## src/rtl/multi_button_control.sv

```systemverilog
// Per-channel synchroniser, debounce counter and one-vote-per-press lockout.
// Accepts a vote only when exactly one button qualifies and no other is held.
module multi_button_control #(
    parameter int unsigned NUM_BUTTONS = 4,
    parameter int unsigned HOLD_CYCLES = 1000,
    parameter int unsigned CNT_WIDTH   = 11,
    parameter int unsigned IDX_WIDTH   = 2
) (
    input  logic                   clock,
    input  logic                   reset,
    input  logic [NUM_BUTTONS-1:0] button,
    input  logic                   enable,
    output logic [NUM_BUTTONS-1:0] valid_vote,
    output logic [IDX_WIDTH-1:0]   vote_index,
    output logic                   vote_any,
    output logic                   conflict,
    output logic                   locked
);

    localparam logic [CNT_WIDTH-1:0] HOLD_CNT = CNT_WIDTH'(HOLD_CYCLES);
    localparam logic [CNT_WIDTH-1:0] SAT_CNT  = CNT_WIDTH'(HOLD_CYCLES + 1);

    typedef enum logic {
        IDLE   = 1'b0,
        LOCKED = 1'b1
    } state_t;

    state_t                 state;
    state_t                 state_next;
    logic [NUM_BUTTONS-1:0] b_meta;
    logic [NUM_BUTTONS-1:0] b_s;
    logic [CNT_WIDTH-1:0]   cnt [NUM_BUTTONS];
    logic [NUM_BUTTONS-1:0] q;
    logic [IDX_WIDTH-1:0]   q_idx;
    logic                   q_onehot;
    logic                   vote_ok;
    logic [NUM_BUTTONS-1:0] valid_vote_d;
    logic [IDX_WIDTH-1:0]   vote_index_d;
    logic                   vote_any_d;
    logic                   conflict_d;

    // Two-flop synchroniser for the raw buttons
    always_ff @(posedge clock) begin
        if (!reset) begin
            b_meta <= '0;
            b_s    <= '0;
        end else begin
            b_meta <= button;
            b_s    <= b_meta;
        end
    end

    // Saturating hold counters; saturation makes each hold qualify only once
    always_ff @(posedge clock) begin
        for (int i = 0; i < int'(NUM_BUTTONS); i++) begin
            if (!reset || !enable || !b_s[i]) begin
                cnt[i] <= '0;
            end else if (cnt[i] < SAT_CNT) begin
                cnt[i] <= cnt[i] + CNT_WIDTH'(1);
            end
        end
    end

    always_comb begin
        q     = '0;
        q_idx = '0;
        for (int i = 0; i < int'(NUM_BUTTONS); i++) begin
            q[i] = (cnt[i] == HOLD_CNT) && enable && (state == IDLE);
        end
        for (int i = 0; i < int'(NUM_BUTTONS); i++) begin
            if (q[i]) begin
                q_idx = IDX_WIDTH'(i);
            end
        end
    end

    assign q_onehot = (q != '0) && ((q & (q - NUM_BUTTONS'(1))) == '0);
    assign vote_ok  = q_onehot && ((b_s & ~q) == '0);

    // State register
    always_ff @(posedge clock) begin
        if (!reset) begin
            state <= IDLE;
        end else begin
            state <= state_next;
        end
    end

    // Next-state logic; the lock only releases once every button is up
    always_comb begin
        state_next = state;
        case (state)
            IDLE:    if (q != '0) state_next = LOCKED;
            LOCKED:  if (b_s == '0) state_next = IDLE;
            default: state_next = IDLE;
        endcase
    end

    // Output decode, registered below
    always_comb begin
        valid_vote_d = '0;
        vote_index_d = vote_index;
        vote_any_d   = 1'b0;
        conflict_d   = 1'b0;
        if (state == IDLE && q != '0) begin
            if (vote_ok) begin
                valid_vote_d = q;
                vote_index_d = q_idx;
                vote_any_d   = 1'b1;
            end else begin
                conflict_d   = 1'b1;
            end
        end
    end

    always_ff @(posedge clock) begin
        if (!reset) begin
            valid_vote <= '0;
            vote_index <= '0;
            vote_any   <= 1'b0;
            conflict   <= 1'b0;
            locked     <= 1'b0;
        end else begin
            valid_vote <= valid_vote_d;
            vote_index <= vote_index_d;
            vote_any   <= vote_any_d;
            conflict   <= conflict_d;
            locked     <= (state_next == LOCKED);
        end
    end

endmodule

```

## config.mk

```make
export PLATFORM = sky130hd
export DESIGN_NAME = multi_button_control
export DESIGN_NICKNAME = d
export VERILOG_FILES = /design/src/rtl/multi_button_control.sv
export SDC_FILE = /design/constraint.sdc
export NUM_CORES = 1
export LEC_CHECK = 0
export CORE_ASPECT_RATIO = 1.2
export CORE_UTILIZATION = 36
export CTS_BUF_LIST = sky130_fd_sc_hd__clkbuf_8
export DETAILED_ROUTE_END_ITERATION = 7
export PLACE_DENSITY = 0.54
export SYNTH_ARGS = -nofsm -noshare
export SYNTH_HDL_FRONTEND = slang
export SYNTH_SLANG_ARGS = --single-unit
export TNS_END_PERCENT = 20
```

## constraint.sdc

```tcl
create_clock -name clock -period 2.7 [get_ports clock]
set_input_delay 0.54 -clock clock [delete_from_list [all_inputs] [get_ports clock]]
set_output_delay 0.54 -clock clock [all_outputs]
set_load 0.05 [all_outputs]
```

==> impl_results.md <==
- Most frequent cell after synthesis: nor2_1
- DRT iter0 DRCs: 80
- Worst EP arrival: 2.52 ns
- Critical path peak fanout: 7
- PostCTS Resize Cnt: 0
- Clock Sinks: 61
- Worst IR Drop VDD: 0.000207 V
- Skew-Pair Late Insertion Delay: 0.33 ns
- Tot GR Track Use: 13.4%
- Post-DP Area: 3350 um^2
- Hold Path Class: register to register
- Core area: a little over 8000 um^2
- Final worst-path cycle share: 83.7%
- Hold-fix buffers at CTS: 0
- Mean Syn Cell Area: 10.7 um^2
- 1st-pass router iterations: 4
- Mapped Cells: 284
- Fillers: 787
- TNS Setup: 0 ns
- Inst Count DP: between 400 and 500
- Static Leak: 1.30 nW
- # Post-CTS Setup Buffers: 0
- Synth Cell Area: 3030 um^2
- Clk buf depth: 2
- Detailed placer's ending HPWL: 3800 um
- Synth top area cells: edfxtp_1 (44%), dfxtp_1 (11%), nor2_1 (5.8%)
- Pwr dens: ~530 nW/um^2
- Max_cap viols: 0
- Clock period minus worst slack: 2.26 ns
- Setup violators final: 0
- Critical path launch point type: register
- Fin. Hold Viols: 0
- CP most frequent cell: and4_4
- Pre-CTS setup slack: roughly 0.16 ns
- Yosys top cell area share: about 44%
- Status: finished, final reports clean
- Buf+Inv Stages, Crit Path: 1
- Non-Filler Instances: about 430
- Register area share after synthesis: 54.9%
- Worst EP required: a little under 3 ns
- Initial Utilization: 37.2%
- Cell variety after synth: 41
- CP max-delay cell: edfxtp_1
- TritonCTS Buffers: 9
- Relative slew slack: between 50% and 60%
- #FFs+latches synth: between 60 and 70
- Crit-path cells: inv_1 -> ha_1 -> nor3b_1 -> and4_4 -> mux2_4 -> and4_4 -> maj3_2 -> nor3_2
- Finished Cell Area: 3540 um^2
- CTS tree: yes
- EDFF count, synth: 44
- DR vias/cell: 4.72
- Final Skew: 0.0133 ns
- Commonest cells in the synthesized netlist: nor2_1 (47), edfxtp_1 (44), nand3_1 (21)
- CP top delay family: simple AND/OR/NAND/NOR gates
- DR vias: around 2,000
- Slew Limit Fails: 0
- CP Capture Type: register
- Antenna cell count: 0
- PortBufs: 15
- Die area: 8790 um^2
- Area Overhead vs Synth: 17.0%
- Nets@finish: 328
- Post-route ant nets: 0
- I/O pin total: 16
- Global route overflow: 0
- Dominant cell type by area after synthesis: edfxtp_1
- Avg WL per Cell: 12.5 um
- DRC errors left: 0
- Clock slew at reported path FFs: roughly 0.070 ns
- Largest net degree at the start of global routing: 12
- RSZ-0062 raised after global routing: false
- YS warnings: 0
- RePlAce Congestion: approximately 0.75
- Worst setup path class: register to register
- CTS root buffer: clkbuf_8
- Cell row count: 36
- Die Ht: a little over 100 um
- Final WL: approximately 5400 um
- Vias in the first global route: 1,845
- Ys flop type: edfxtp_1
- Layout cell share with drive strength beyond 1: 9.75%
- Synth async-reset ratio: 0%
- H-tree Lvls: 3
- Worst path max stage delay: about 0.5 ns
- DIE WIDTH: approximately 86 um
- Initial antenna violation count: 0
- FMAX: 0.442 GHz
- First-pass GRT wire length: between 8000 and 9000 um
- Setup WS post-layout: 0.439 ns
- Actual slew at the worst max-slew pin: roughly 0.66 ns
[power by group]
group / internal, mW / total [mW] / switching [mW]
sequential: 1.01 / 1.02 / 0.0132
clock: 0.442 / 0.787 / 0.345
combinational: 0.0282 / 0.0550 / 0.0268
[per-layer routing]
layer / routed length, um / part of all wire (%) / global-route usage (%)
met1: 2660 / 49 / 17.6
met2: 2510 / 46 / 20.7
met3: 148 / 2.7 / 3.39
met4: 92 / 1.7 / 6.79
met5: 0 / 0 / 0
[sequential cells by signal, summed over array words and instances (netlist names)]
signal,flops
locked,1
cnt,44
b_s,4
conflict,1
b_meta,4
valid_vote,4
vote_any,1
vote_index,2
[metrics by stage]
stage	power [mW]	utilization, %	hold slack [ns]
detailed placement	1.10	41.1	0.426
floorplan	1.08	-	0.412
CTS	1.89	43.5	0.441
global placement	1.10	41.1	0.421
finish	1.87	43.5	0.441
global route	1.94	43.5	0.466
[area by class of cell]
class / instances / area, um^2 / area share, %
sequential: 61 / 1660 / 46.9
clock inverter: 6 / 53.8 / 1.52
tap: 114 / 143 / 4.03
clock buffer: 10 / 138 / 3.88
timing repair buffer: 21 / 195 / 5.51
multi-input combinational: 200 / 1280 / 36.1
inverter: 20 / 75.1 / 2.12
[logic make-up after synthesis]
group | share of synthesized area [%]
and+or+nand+nor | 24.0
other | 0.124
DFF | 54.9
adders and majority gates | 3.68
AOI/OAI and AO/OA | 4.05
xor gates and xnor gates | 8.67
muxes | 1.32
buffers and inverters | 3.35
[cell usage in the layout, fill, tap and decap left out, types with 2 or more instances in the layout]
master / n
mux2_4: 2
nand2b_1: 2
ha_1: 8
dfxtp_1: 17
and3_1: 6
clkinv_2: 2
a21oi_1: 7
edfxtp_1: 44
nand3_1: 21
clkdlybuf4s50_1: 15
buf_4: 6
nor2_1: 47
xnor2_1: 11
clkbuf_8: 10
nand2_1: 13
and4_1: 3
nand4_1: 8
nor3b_1: 4
inv_1: 22
a41oi_1: 2
o21bai_1: 3
and4bb_2: 2
or3_1: 7
conb_1: 4
xor2_1: 19
and4_4: 2
nor3_1: 6
and2_1: 8
[final timing paths]
path / start / to / slack (ns) / cells past startpoint
max: cnt[0][0] / conflict / 0.44 / 8
max reg2reg: cnt[0][0] / conflict / 0.44 / 8
min: b_meta[0] / b_s[0] / 0.44 / 1
min reg2reg: b_meta[0] / b_s[0] / 0.44 / 1
[worst register-to-register path, stage by stage, from the launching register on]
cell and delay, ns:
edfxtp_1 0.49, inv_1 0.10, ha_1 0.13, nor3b_1 0.29, and4_4 0.29, mux2_4 0.29
and4_4 0.21, maj3_2 0.30, nor3_2 0.09
Note: power is estimated with default switching activity, not from simulation.
